==> src/rtl/qspi_pkg.sv <==
// Shared QSPI definitions: receive FSM states, io lane modes and samples-per-byte.
// The transmit datapath imports this package too.
package qspi_pkg;

   typedef enum logic [1:0] {
      RX_IDLE  = 2'd0,
      RX_DUMMY = 2'd1,
      RX_DATA  = 2'd2,
      RX_DONE  = 2'd3
   } rx_state_t;

   localparam logic [1:0] IO_MODE_SINGLE = 2'b00;
   localparam logic [1:0] IO_MODE_DUAL   = 2'b01;
   localparam logic [1:0] IO_MODE_QUAD   = 2'b10;

   localparam int SPB_SINGLE = 8;
   localparam int SPB_DUAL   = 4;
   localparam int SPB_QUAD   = 2;

   // Mode 2'b11 is not a real lane configuration; it falls back to single.
   function automatic logic [1:0] norm_io_mode(input logic [1:0] mode);
      return (mode == 2'b11) ? IO_MODE_SINGLE : mode;
   endfunction

   function automatic logic [2:0] last_sample_idx(input logic [1:0] mode);
      case (mode)
         IO_MODE_DUAL: return 3'(SPB_DUAL - 1);
         IO_MODE_QUAD: return 3'(SPB_QUAD - 1);
         default:      return 3'(SPB_SINGLE - 1);
      endcase
   endfunction

endpackage

==> src/rtl/qspi_rx_datapath_if.sv <==
// Read-data handshake between the QSPI receive datapath (master) and the AHB
// slave datapath (slave).
interface qspi_rx_datapath_if #(
   parameter int DATA_W = 32
);
   logic [DATA_W-1:0] rdata_out;
   logic              rdata_valid_out;
   logic              rdata_ready_in;

   modport master (
      output rdata_out,
      output rdata_valid_out,
      input  rdata_ready_in
   );

   modport slave (
      input  rdata_out,
      input  rdata_valid_out,
      output rdata_ready_in
   );
endinterface

==> src/rtl/qspi_rx_shift_reg.sv <==
// Mode-aware 8-bit deserializer: shifts 1, 2 or 4 io bits per sample, MSB first,
// and flags the sample that completes a byte (byte_o is valid with byte_done_o).
module qspi_rx_shift_reg
   import qspi_pkg::*;
(
   input  logic       h_clk,
   input  logic       h_rstn,
   input  logic       clear_i,
   input  logic       sample_en_i,
   input  logic [1:0] mode_i,
   input  logic [3:0] io_i,
   output logic [7:0] byte_o,
   output logic       byte_done_o
);

   logic [7:0] shift_q;
   logic [7:0] shift_d;
   logic [2:0] cnt_q;
   logic       last_sample;

   always_comb begin
      // NOTE: shift_d gets a default before the case so every path assigns it and no latch is inferred.
      shift_d = {shift_q[6:0], io_i[1]};
      case (mode_i)
         IO_MODE_DUAL: shift_d = {shift_q[5:0], io_i[1:0]};
         IO_MODE_QUAD: shift_d = {shift_q[3:0], io_i};
         default:      ;
      endcase
   end

   assign last_sample = (cnt_q == last_sample_idx(mode_i));
   assign byte_o      = shift_d;
   assign byte_done_o = sample_en_i && last_sample;

   // NOTE: state registers use non-blocking assignments so every flop samples pre-edge values.
   always_ff @(posedge h_clk or negedge h_rstn) begin
      if (!h_rstn) begin
         shift_q <= '0;
         cnt_q   <= '0;
      end else if (clear_i) begin
         shift_q <= '0;
         cnt_q   <= '0;
      end else if (sample_en_i) begin
         shift_q <= shift_d;
         cnt_q   <= last_sample ? 3'd0 : cnt_q + 3'd1;
      end
   end

endmodule

==> src/rtl/qspi_rx_datapath.sv <==
// QSPI receive datapath: dummy-cycle skip, single/dual/quad sampling, little-endian
// 32-bit word assembly and a one-deep holding register on a valid/ready handshake.
module qspi_rx_datapath
   import qspi_pkg::*;
#(
   parameter int DATA_W = 32,
   parameter int LEN_W  = 8
) (
   input  logic               h_clk,
   input  logic               h_rstn,
   input  logic               start_in,
   input  logic               abort_in,
   input  logic [1:0]         no_io_lines_use_in,
   input  logic [4:0]         dummy_cycles_in,
   input  logic [LEN_W-1:0]   xfer_bytes_in,
   input  logic               sample_en_in,
   input  logic               io0_in,
   input  logic               io1_in,
   input  logic               io2_in,
   input  logic               io3_in,
   qspi_rx_datapath_if.master rd_if,
   output logic               busy_out,
   output logic               rx_done_out,
   output logic               overrun_err_out
);

   rx_state_t         state_q;
   logic [1:0]        mode_q;
   logic [4:0]        dummy_cnt_q;
   logic [LEN_W-1:0]  bytes_rem_q;
   logic [1:0]        byte_idx_q;
   logic              busy_q;
   logic              done_q;
   logic [DATA_W-1:0] word_q;
   logic [DATA_W-1:0] word_d;
   logic [DATA_W-1:0] hold_q;
   logic              valid_q;
   logic              overrun_q;

   logic       start_ok;
   logic       data_sample;
   logic       last_byte;
   logic       push;
   logic       accept;
   logic [7:0] rx_byte;
   logic       byte_done;

   assign start_ok    = start_in && !abort_in && (state_q == RX_IDLE);
   assign data_sample = sample_en_in && !abort_in && (state_q == RX_DATA);
   assign last_byte   = (bytes_rem_q == LEN_W'(1));
   assign push        = byte_done && ((byte_idx_q == 2'd3) || last_byte);
   assign accept      = valid_q && rd_if.rdata_ready_in;

   qspi_rx_shift_reg u_shift (
      .h_clk       (h_clk),
      .h_rstn      (h_rstn),
      .clear_i     (abort_in || start_ok),
      .sample_en_i (data_sample),
      .mode_i      (mode_q),
      .io_i        ({io3_in, io2_in, io1_in, io0_in}),
      .byte_o      (rx_byte),
      .byte_done_o (byte_done)
   );

   always_comb begin
      word_d = word_q;
      word_d[{byte_idx_q, 3'b000} +: 8] = rx_byte;
   end

   // Sequencer: state plus the registered busy/done outputs and the counters.
   always_ff @(posedge h_clk or negedge h_rstn) begin
      if (!h_rstn) begin
         state_q     <= RX_IDLE;
         mode_q      <= IO_MODE_SINGLE;
         dummy_cnt_q <= '0;
         bytes_rem_q <= '0;
         byte_idx_q  <= '0;
         busy_q      <= 1'b0;
         done_q      <= 1'b0;
      end else if (abort_in) begin
         state_q     <= RX_IDLE;
         dummy_cnt_q <= '0;
         bytes_rem_q <= '0;
         byte_idx_q  <= '0;
         busy_q      <= 1'b0;
         done_q      <= 1'b0;
      end else begin
         case (state_q)
            RX_IDLE: begin
               done_q <= 1'b0;
               if (start_in) begin
                  mode_q      <= norm_io_mode(no_io_lines_use_in);
                  dummy_cnt_q <= dummy_cycles_in;
                  bytes_rem_q <= xfer_bytes_in;
                  byte_idx_q  <= '0;
                  busy_q      <= 1'b1;
                  if (dummy_cycles_in != '0) begin
                     state_q <= RX_DUMMY;
                  end else if (xfer_bytes_in == '0) begin
                     state_q <= RX_DONE;
                     done_q  <= 1'b1;
                  end else begin
                     state_q <= RX_DATA;
                  end
               end
            end
            RX_DUMMY: begin
               if (sample_en_in) begin
                  dummy_cnt_q <= dummy_cnt_q - 5'd1;
                  if (dummy_cnt_q == 5'd1) begin
                     if (bytes_rem_q == '0) begin
                        state_q <= RX_DONE;
                        done_q  <= 1'b1;
                     end else begin
                        state_q <= RX_DATA;
                     end
                  end
               end
            end
            RX_DATA: begin
               if (byte_done) begin
                  bytes_rem_q <= bytes_rem_q - LEN_W'(1);
                  byte_idx_q  <= byte_idx_q + 2'd1;
                  if (last_byte) begin
                     state_q <= RX_DONE;
                     done_q  <= 1'b1;
                  end
               end
            end
            default: begin
               state_q <= RX_IDLE;
               done_q  <= 1'b0;
               busy_q  <= 1'b0;
            end
         endcase
      end
   end

   // Word assembly and holding register; a push into an unaccepted word is dropped.
   always_ff @(posedge h_clk or negedge h_rstn) begin
      if (!h_rstn) begin
         word_q    <= '0;
         hold_q    <= '0;
         valid_q   <= 1'b0;
         overrun_q <= 1'b0;
      end else if (abort_in) begin
         word_q  <= '0;
         hold_q  <= '0;
         valid_q <= 1'b0;
      end else begin
         if (start_ok) begin
            word_q    <= '0;
            overrun_q <= 1'b0;
         end
         if (byte_done) begin
            word_q <= push ? '0 : word_d;
         end
         if (push) begin
            if (valid_q && !rd_if.rdata_ready_in) begin
               overrun_q <= 1'b1;
            end else begin
               hold_q  <= word_d;
               valid_q <= 1'b1;
            end
         end else if (accept) begin
            valid_q <= 1'b0;
         end
      end
   end

   assign rd_if.rdata_out       = hold_q;
   assign rd_if.rdata_valid_out = valid_q;
   assign busy_out              = busy_q;
   assign rx_done_out           = done_q;
   assign overrun_err_out       = overrun_q;

endmodule

==> src/flat_wrapper.sv <==
// flat-port wrapper written by rule: the top's interface ports become plain ports
module qspi_rx_datapath_flat import qspi_pkg::*;
#(
   parameter int DATA_W = 32,
   parameter int LEN_W  = 8
)
  (h_clk, h_rstn, start_in, abort_in, no_io_lines_use_in, dummy_cycles_in, xfer_bytes_in, sample_en_in, io0_in, io1_in, io2_in, io3_in, busy_out, rx_done_out, overrun_err_out, rd_if_rdata_out, rd_if_rdata_valid_out, rd_if_rdata_ready_in);
  qspi_rx_datapath_if #(.DATA_W(DATA_W)) rd_if_i ();
  input  logic h_clk;
  input  logic h_rstn;
  input  logic start_in;
  input  logic abort_in;
  input  logic [1:0] no_io_lines_use_in;
  input  logic [4:0] dummy_cycles_in;
  input  logic [LEN_W-1:0] xfer_bytes_in;
  input  logic sample_en_in;
  input  logic io0_in;
  input  logic io1_in;
  input  logic io2_in;
  input  logic io3_in;
  output logic busy_out;
  output logic rx_done_out;
  output logic overrun_err_out;
  output wire logic [$bits(rd_if_i.rdata_out)-1:0] rd_if_rdata_out;
  output wire logic [$bits(rd_if_i.rdata_valid_out)-1:0] rd_if_rdata_valid_out;
  input wire logic [$bits(rd_if_i.rdata_ready_in)-1:0] rd_if_rdata_ready_in;
  assign rd_if_rdata_out = rd_if_i.rdata_out;
  assign rd_if_rdata_valid_out = rd_if_i.rdata_valid_out;
  assign rd_if_i.rdata_ready_in = rd_if_rdata_ready_in;
  qspi_rx_datapath #(.DATA_W(DATA_W), .LEN_W(LEN_W)) u_core (.h_clk(h_clk), .h_rstn(h_rstn), .start_in(start_in), .abort_in(abort_in), .no_io_lines_use_in(no_io_lines_use_in), .dummy_cycles_in(dummy_cycles_in), .xfer_bytes_in(xfer_bytes_in), .sample_en_in(sample_en_in), .io0_in(io0_in), .io1_in(io1_in), .io2_in(io2_in), .io3_in(io3_in), .rd_if(rd_if_i), .busy_out(busy_out), .rx_done_out(rx_done_out), .overrun_err_out(overrun_err_out));
endmodule
==> config.mk <==
export PLATFORM = sky130hd
export DESIGN_NAME = qspi_rx_datapath_flat
export DESIGN_NICKNAME = d
export VERILOG_FILES = /design/src/rtl/qspi_pkg.sv /design/src/rtl/qspi_rx_datapath_if.sv /design/src/rtl/qspi_rx_shift_reg.sv /design/src/rtl/qspi_rx_datapath.sv /design/src/flat_wrapper.sv
export SDC_FILE = /design/constraint.sdc
export NUM_CORES = 1
export LEC_CHECK = 0
export CAP_MARGIN = 20
export CORE_UTILIZATION = 52
export CTS_BUF_LIST = sky130_fd_sc_hd__clkbuf_16
export DETAILED_ROUTE_END_ITERATION = 6
export PLACE_DENSITY = 0.75
export SLEW_MARGIN = 25
export SYNTH_ARGS = -nofsm -noshare
export SYNTH_HDL_FRONTEND = slang
export SYNTH_SLANG_ARGS = --single-unit
==> constraint.sdc <==
create_clock -name h_clk -period 6 [get_ports h_clk]
set_input_delay 1.8 -clock h_clk [delete_from_list [all_inputs] [get_ports h_clk]]
set_output_delay 1.8 -clock h_clk [all_outputs]
set_load 0.05 [all_outputs]
==> flow_metrics.env, run 1 <==
export IMPL_routedWlPerCell_um=17.1
export IMPL_die_width_um=102
export IMPL_cts_buffers=9
export IMPL_grt_max_degree=64
export IMPL_grt_overflow=0
export IMPL_yosysWarnings=0
export IMPL_antenna_found_initial=0
export IMPL_fmax_mhz=244
export IMPL_cp_max_fo=16
export IMPL_maxSlewViolCount=0
export IMPL_first_pass_iters=4
export IMPL_core_area_mm2=0.00977
export IMPL_dp_final_hpwl_mm=8.36
export IMPL_synthCells=564
export IMPL_tightest_slew_ns=1.10
export IMPL_period_needed_ns=4.10
export IMPL_layout_nets=642
export IMPL_num_fill_cells=840
export IMPL_irDropWorstVdd_mv=0.170
export IMPL_synth_seq_cells=97
export IMPL_start_kind="input pin"
export IMPL_syn_nets=606
export IMPL_pin_count=61
export IMPL_finalHoldViolCount=0
export IMPL_hold_path_class="reg2reg"
export IMPL_post_cts_setup_buffer_count=0
export IMPL_power_mw=1.95
export IMPL_outcome="completed"
export IMPL_crit_family="simple AND/OR/NAND/NOR gates"
export IMPL_cp_end_kind="flop"
export IMPL_clkTransAtPathRegs_ns=0.07
export IMPL_drt_iter0_markers=248
export IMPL_start_util_pct=53.5
export IMPL_cts_sinks=97
export IMPL_vias=4247
export IMPL_cap_violations=0
export IMPL_clockRootBuffer="clkbuf_16"
export IMPL_power_density_mw_per_mm2=317
export IMPL_switching_power_uw=703
export IMPL_multi_input_area_mm2=0.00252
export IMPL_skew_ns=0.00734
export IMPL_antenna_cells=0
export IMPL_worst_setup_path_type="in2reg"
export IMPL_p_seq_share_pct=39.3
export IMPL_synth_edf_count=0
export IMPL_die_h_um=102
export IMPL_internal_power_mw=1.25
export IMPL_fp_row_count=36
export IMPL_drc=0
export IMPL_path_cells="clkdlybuf4s50_1 > and3b_1 > nand4_4 > nor3b_4 > buf_8 > buf_4 > nand2_1 > o21ai_1"
export IMPL_via_per_inst=5.75
export IMPL_synth_flop_cell="dfrtp_1"
export IMPL_cp_required_ns=6.27
export IMPL_yosysUniqueCellTypes=59
export IMPL_port_buffers=60
export IMPL_area_growth_pct=17.5
export IMPL_slew_headroom_pct=25.7
export IMPL_drive_gt1_share_pct=5.29
export IMPL_leakagePower_nw=2.55
export IMPL_clk_path_buf_depth=2
export IMPL_finalNonFillerCells=738
export IMPL_critPathMaxStageDelay_ns=0.59
export IMPL_combPwrFrac_pct=31.1
export IMPL_tns_ns=0
export IMPL_rsz0062_at_grt="false"
export IMPL_final_seq_area_mm2=0.00243
export IMPL_die_area_mm2=0.0105
export IMPL_cp_slowest_cell="nor3b_4"
export IMPL_clkLatencyLatePin_ns=0.35
export IMPL_gp_congestion=0.882
export IMPL_layout_commonest_cell="dfrtp_1"
export IMPL_ys_seq_area_share_pct=46.4
export IMPL_first_global_vias=4165
export IMPL_async_flop_share_pct=100
export IMPL_placedCellCount=721
export IMPL_ant_nets=0
export IMPL_p_clk_share_pct=29.6
export IMPL_grt_util_all_layers_pct=26.5
export IMPL_mostFrequentLayoutCells="97 x dfrtp_1, 67 x nand2_1, 58 x clkdlybuf4s50_1"
export IMPL_p_sw_share_pct=36.1
export IMPL_htreeDepth=3
export IMPL_whs_ns=0.472
export IMPL_hold_buffers=0
export IMPL_grt_pass1_wl_mm=20.9
export IMPL_syn_avg_cell_area_um2=9.28
export IMPL_arrival_ns=4.37
export IMPL_path_buf_inv=3
export IMPL_finalSetupViolCount=0
export IMPL_wl_mm=12.6
export IMPL_finalCritPeriodShare_pct=68.3
export IMPL_cts_tree="yes"
export IMPL_ctsResizeCount=0
export IMPL_netlist_area_mm2=0.00523
==> metal layers <==
metal / vias to the layer above / GRT usage (%) / share of wire [%]
li1: 2050 / - / -
met2: 91 / 41.0 / 46
met1: 2084 / 37.2 / 48
met4: 0 / 12.1 / 2.5
met3: 22 / 3.49 / 3.5
met5: - / 0 / 0
==> cells by family after synthesis <==
logic type	share of synthesized area [%]
mux	1.58
xor+xnor	0.837
buf+inv	5.95
simple gates	20.1
flops	46.4
compound gates	21.1
fa+ha+maj	4.06
==> state kept, by name, summed over array words and instances, names as in the netlist, 2 cells and up <==
signal,cells
u_core.bytes_rem_q,8
u_core.dummy_cnt_q,5
u_core.state_q,2
u_core.rd_if.rdata_out,32
u_core.u_shift.shift_q,7
u_core.word_q,32
u_core.u_shift.cnt_q,3
u_core.mode_q,2
u_core.byte_idx_q,2
==> stage by stage <==
step / setup WS [ns] / instance area, µm² / util, %
after floorplan: 2.72 / 5230 / -
after global placement: 1.40 / 5830 / 59.6
after detailed placement: 1.30 / 5840 / 59.7
after CTS: 1.62 / 6130 / 62.7
after global routing: 1.71 / 6150 / 62.9
final: 1.90 / 6150 / 62.9
==> synthesized netlist by cell type (all sizes together) (3+ instances only) <==
master | n | area share, %
o41ai | 3 | 0.50
o21ai | 57 | 5.5
nor2b | 30 | 3.6
buf | 21 | 2.5
nand2 | 67 | 4.8
a21oi | 39 | 3.7
nor2 | 17 | 1.2
and3 | 4 | 0.48
xnor2 | 3 | 0.50
inv | 29 | 2.1
ha | 17 | 4.1
mux2i | 6 | 1.1
dfrtp | 97 | 46
clkbuf | 19 | 1.4
nand3 | 5 | 0.48
a211oi | 5 | 0.72
a22oi | 6 | 0.86
o21a | 3 | 0.43
or2 | 3 | 0.36
a22o | 8 | 1.3
nor3b | 26 | 3.8
nor4 | 5 | 0.72
o22ai | 9 | 1.1
nand2b | 14 | 1.8
a31oi | 3 | 0.36
o31ai | 4 | 0.57
nor3 | 9 | 0.86
o21bai | 24 | 3.4
==> power groups by stage <==
stage	clock network, mW	registers [mW]	logic (mW)
floorplan	0	0.784	0.429
global placement	0	0.774	0.582
detailed placement	0	0.776	0.594
CTS	0.587	0.764	0.602
global route	0.611	0.774	0.673
finish	0.577	0.765	0.606
==> worst paths after layout <==
check	depth (start not counted)	slack, ns	to	from
worst min register to register	2	0.47	u_core.word_q[26]	u_core.word_q[26]
worst max-delay path	8	1.90	u_core.rd_if.rdata_out[17]	sample_en_in
max in group asynchronous	2	3.43	u_core.rd_if.rdata_out[1]	h_rstn
worst max register to register	9	2.74	u_core.rd_if.rdata_out[17]	u_core.state_q[0]
min in group asynchronous	1	1.44	u_core.bytes_rem_q[1]	h_rstn
worst min-delay path	2	0.47	u_core.word_q[26]	u_core.word_q[26]
==> worst register-to-register path, delay by kind of cell, from the launching register on <==
family	cells	cell delay (ns)
DFF	1	0.40
AOI/OAI and AO/OA	1	0.08
buffers and inverters	3	0.57
and+or+nand+nor	4	1.53
adders and majority gates	1	0.61
==> cell type report <==
cell class              instances  area share [%]
clock buffers                   9            3.66
clock inverters                 7            1.10
inverters                      29            1.77
multi-input cells             398            40.9
flip-flops and latches         97            39.5
well taps                     133            2.71
repair buffers                 65            10.4
No activity file was read; power rests on OpenSTA's default activity.
==> run 2, diff against run 1 <==
- CORE_UTILIZATION: 52 -> 51
- PLACE_DENSITY: 0.75 -> 0.77
- clock period: 6 -> 3.7 ns (I/O delays scaled with it)
==> flow_metrics.env, run 2 (synthesis gave the netlist of run 1 again) <==
export IMPL_dp_final_hpwl_mm=8.27
export IMPL_drive_gt1_share_pct=6.22
export IMPL_grt_max_degree=63
export IMPL_num_fill_cells=813
export IMPL_start_util_pct=53.1
export IMPL_hold_buffers=0
export IMPL_core_area_mm2=0.00986
export IMPL_cts_buffers=9
export IMPL_via_per_inst=5.75
export IMPL_ant_nets=0
export IMPL_cp_end_kind="flop"
export IMPL_power_density_mw_per_mm2=509
export IMPL_finalSetupViolCount=0
export IMPL_cap_violations=0
export IMPL_layout_commonest_cell="dfrtp_1"
export IMPL_clkTransAtPathRegs_ns=0.07
export IMPL_htreeDepth=3
export IMPL_finalHoldViolCount=0
export IMPL_cts_tree="yes"
export IMPL_worst_setup_path_type="in2reg"
export IMPL_mostFrequentLayoutCells="97 x dfrtp_1, 67 x nand2_1, 58 x clkdlybuf4s50_1"
export IMPL_pin_count=61
export IMPL_wl_mm=12.0
export IMPL_grt_overflow=0
export IMPL_clk_path_buf_depth=2
export IMPL_area_growth_pct=18.6
export IMPL_tightest_slew_ns=0.968
export IMPL_die_h_um=103
export IMPL_cp_required_ns=3.97
export IMPL_rsz0062_at_grt="false"
export IMPL_outcome="completed"
export IMPL_routedWlPerCell_um=16.1
export IMPL_fp_row_count=36
export IMPL_ctsResizeCount=0
export IMPL_port_buffers=60
export IMPL_drc=0
export IMPL_whs_ns=0.475
export IMPL_leakagePower_nw=2.59
export IMPL_drt_iter0_markers=240
export IMPL_skew_ns=0.00529
export IMPL_post_cts_setup_buffer_count=0
export IMPL_fmax_mhz=353
export IMPL_period_needed_ns=2.83
export IMPL_gp_congestion=0.867
export IMPL_irDropWorstVdd_mv=0.286
export IMPL_antenna_found_initial=0
export IMPL_die_area_mm2=0.0107
export IMPL_clkLatencyLatePin_ns=0.35
export IMPL_die_width_um=103
export IMPL_first_global_vias=4157
export IMPL_start_kind="input pin"
export IMPL_cp_max_fo=23
export IMPL_hold_path_class="reg2reg"
export IMPL_antenna_cells=0
export IMPL_cts_sinks=97
export IMPL_maxSlewViolCount=0
export IMPL_grt_util_all_layers_pct=24.7
export IMPL_slew_headroom_pct=34.8
export IMPL_vias=4280
export IMPL_first_pass_iters=5
export IMPL_tns_ns=0
export IMPL_finalCritPeriodShare_pct=76.6
export IMPL_arrival_ns=3.10
export IMPL_layout_nets=648
export IMPL_clockRootBuffer="clkbuf_16"
export IMPL_grt_pass1_wl_mm=20.1
==> run 2: area by class of cell <==
cell class,count,area [µm²],area share [%]
Inverter,29,109,1.75
Clock inverter,7,68.8,1.11
Sequential cell,97,2430,39.1
Clock buffer,9,225,3.63
Timing Repair Buffer,71,701,11.3
Multi-Input combinational cell,398,2510,40.4
Tap cell,133,166,2.68
==> run 2: report_power, final <==
part | internal, mW | switching (mW) | leakage, nW
clock | 0.524 | 0.410 | 0.149
sequential | 1.15 | 0.0926 | 1.34
combinational | 0.361 | 0.622 | 1.10
total | 2.03 | 1.12 | 2.59
==> run 2: routing by layer <==
| layer | track usage (%) | share of wire [%] | vias to the layer above |
|---|---|---|---|
| li1 | - | - | 2050 |
| met1 | 34.1 | 47 | 2107 |
| met2 | 40.1 | 47 | 104 |
| met3 | 2.69 | 4.1 | 19 |
| met4 | 9.97 | 1.9 | 0 |
| met5 | 0 | 0 | - |
==> run 2: final timing paths <==
kind / to / cells past startpoint / slack, ns / start
setup / recovery: u_core.word_q[4] / 7 / 0.87 / sample_en_in
hold / removal: u_core.word_q[15] / 2 / 0.47 / u_core.word_q[15]
setup reg to reg: u_core.word_q[4] / 8 / 1.08 / u_core.mode_q[0]
hold reg to reg: u_core.word_q[15] / 2 / 0.47 / u_core.word_q[15]
max in group asynchronous: u_core.word_q[24] / 2 / 2.19 / h_rstn
min in group asynchronous: u_core.bytes_rem_q[3] / 1 / 0.82 / h_rstn
==> run 2: critical path, cell delays in order <==
cell,delay (ns)
clkdlybuf4s50_1,0.51
and3b_1,0.26
nand4_4,0.19
nor2b_2,0.49
buf_4,0.36
nand2_1,0.09
o21ai_0,0.08
==> run 2: through the flow <==
step	total power, mW	cell area (µm²)	std cells	utilization (%)	setup slack, ns
3_3_place_gp	2.21	5910	728	59.9	0.617
4_1_cts	3.16	6210	744	62.9	0.889
2_1_floorplan	1.97	5230	564	-	1.11
5_1_grt	3.34	6210	744	62.9	0.698
3_5_place_dp	2.23	5910	728	59.9	0.543
6_report	3.16	6210	744	62.9	0.867
==> run 3, diff against run 2 <==
- clock period: 3.7 -> 2.5 ns (I/O delays scaled with it)
==> flow_metrics.env, run 3 (synthesis gave the netlist of run 1 again) <==
export IMPL_skew_ns=0.00633
export IMPL_drc=0
export IMPL_cp_end_kind="primary output"
export IMPL_gp_congestion=0.859
export IMPL_htreeDepth=3
export IMPL_die_h_um=103
export IMPL_crit_family="buffers and inverters"
export IMPL_first_global_vias=4384
export IMPL_r2r_slack_ns=0.23
export IMPL_setup_ws_ns=0.212
export IMPL_finalSetupViolCount=0
export IMPL_cap_violations=0
export IMPL_mostFrequentLayoutCells="97 x dfrtp_1, 67 x nand2_1, 58 x clkdlybuf4s50_1"
export IMPL_area_growth_pct=22.5
export IMPL_cp_slowest_cell="clkdlybuf4s50_1"
export IMPL_multi_input_area_mm2=0.00251
export IMPL_path_cells="clkdlybuf4s50_1"
export IMPL_antenna_cells=0
export IMPL_start_kind="flop"
export IMPL_critPathMaxStageDelay_ns=0.82
export IMPL_drt_iter0_markers=224
export IMPL_worst_setup_path_type="reg2out"
export IMPL_wl_mm=12.9
export IMPL_first_pass_iters=5
export IMPL_clk_path_buf_depth=2
export IMPL_grt_overflow=0
export IMPL_rsz0062_at_grt="false"
export IMPL_cp_startpoint="u_core.rd_if.rdata_out[11]"
export IMPL_port_buffers=60
export IMPL_post_cts_setup_buffer_count=0
export IMPL_via_per_inst=5.74
export IMPL_finalCritPeriodShare_pct=91.5
export IMPL_finalHoldViolCount=0
export IMPL_cts_sinks=97
export IMPL_slew_headroom_pct=59.7
export IMPL_grt_util_all_layers_pct=26.3
export IMPL_die_area_mm2=0.0107
export IMPL_leakagePower_nw=2.71
export IMPL_layout_nets=670
export IMPL_vias=4395
export IMPL_cp_max_fo=2
export IMPL_cp_required_ns=1.75
export IMPL_die_width_um=103
export IMPL_period_needed_ns=2.29
export IMPL_cp_depth=1
export IMPL_grt_pass1_wl_mm=21.3
export IMPL_core_area_mm2=0.00986
export IMPL_power_density_mw_per_mm2=752
export IMPL_outcome="completed"
export IMPL_antenna_found_initial=0
export IMPL_pin_count=61
export IMPL_grt_max_degree=41
export IMPL_layout_commonest_cell="dfrtp_1"
export IMPL_fp_row_count=36
export IMPL_clkTransAtPathRegs_ns=0.07
export IMPL_whs_ns=0.342
export IMPL_pre_cts_slack_ns=-0.0787
export IMPL_r2r_end="u_core.bytes_rem_q[1]"
export IMPL_final_seq_area_mm2=0.00243
export IMPL_endpoint="rd_if_rdata_out[11]"
export IMPL_placedCellCount=750
export IMPL_reg2reg_from="u_core.mode_q[0]"
export IMPL_ant_nets=0
export IMPL_clkLatencyLatePin_ns=0.35
export IMPL_cts_buffers=9
export IMPL_irDropWorstVdd_mv=0.433
export IMPL_start_util_pct=53.1
export IMPL_path_buf_inv=1
export IMPL_num_fill_cells=803
export IMPL_tightest_slew_ns=0.599
export IMPL_cts_tree="yes"
export IMPL_reg2reg_depth=7
export IMPL_dp_final_hpwl_mm=9.11
export IMPL_clockRootBuffer="clkbuf_16"
export IMPL_drive_gt1_share_pct=9.79
export IMPL_finalNonFillerCells=766
export IMPL_hold_path_class="in2async"
export IMPL_maxSlewViolCount=0
export IMPL_arrival_ns=1.54
export IMPL_fmax_mhz=437
export IMPL_routedWlPerCell_um=16.8
export IMPL_power_mw=4.82
export IMPL_tns_ns=0
## run 3: worst min path at each step
stage / end / depth (start not counted)
2_1_floorplan: u_core.word_q[10] / 2
3_3_place_gp: u_core.word_q[19] / 2
3_5_place_dp: u_core.word_q[13] / 2
4_1_cts: u_core.bytes_rem_q[1] / 1
5_1_grt: u_core.bytes_rem_q[6] / 1
6_report: u_core.bytes_rem_q[1] / 1
## run 3: metrics by stage
stage / util (%) / cell area (µm²)
after floorplan: - / 5230
after global placement: 61.8 / 6100
after detailed placement: 61.8 / 6100
after CTS: 65.0 / 6410
after global routing: 65.0 / 6410
final: 65.0 / 6410
## run 3: cell type report
| cell class | instances | share of cell area, % |
|---|---|---|
| multi-input cells | 398 | 39.1 |
| repair buffers | 93 | 13.9 |
| clock inverters | 7 | 1.37 |
| well taps | 133 | 2.59 |
| inverters | 29 | 1.70 |
| flip-flops and latches | 97 | 37.8 |
| clock buffers | 9 | 3.51 |
## run 3: report_power, final
| part | leakage, nW | switching [mW] | internal (mW) |
|---|---|---|---|
| combinational | 1.22 | 0.958 | 0.593 |
| clock | 0.148 | 0.638 | 0.798 |
| sequential | 1.34 | 0.139 | 1.70 |
## run 3: repair_timing
item	in CTS	in global routing
hold buffers	0	0
resized for setup	0	1
endpoints found under the setup margin	0	1
## run 3: metal layers
metal / track usage [%] / share of wire (%) / up-vias / wire length, µm
li1: - / - / 2098 / -
met1: 35.3 / 45 / 2172 / 5730
met2: 43.6 / 50 / 111 / 6400
met3: 4.10 / 4.4 / 14 / 569
met4: 8.88 / 1.3 / 0 / 172
met5: 0 / 0 / - / 0
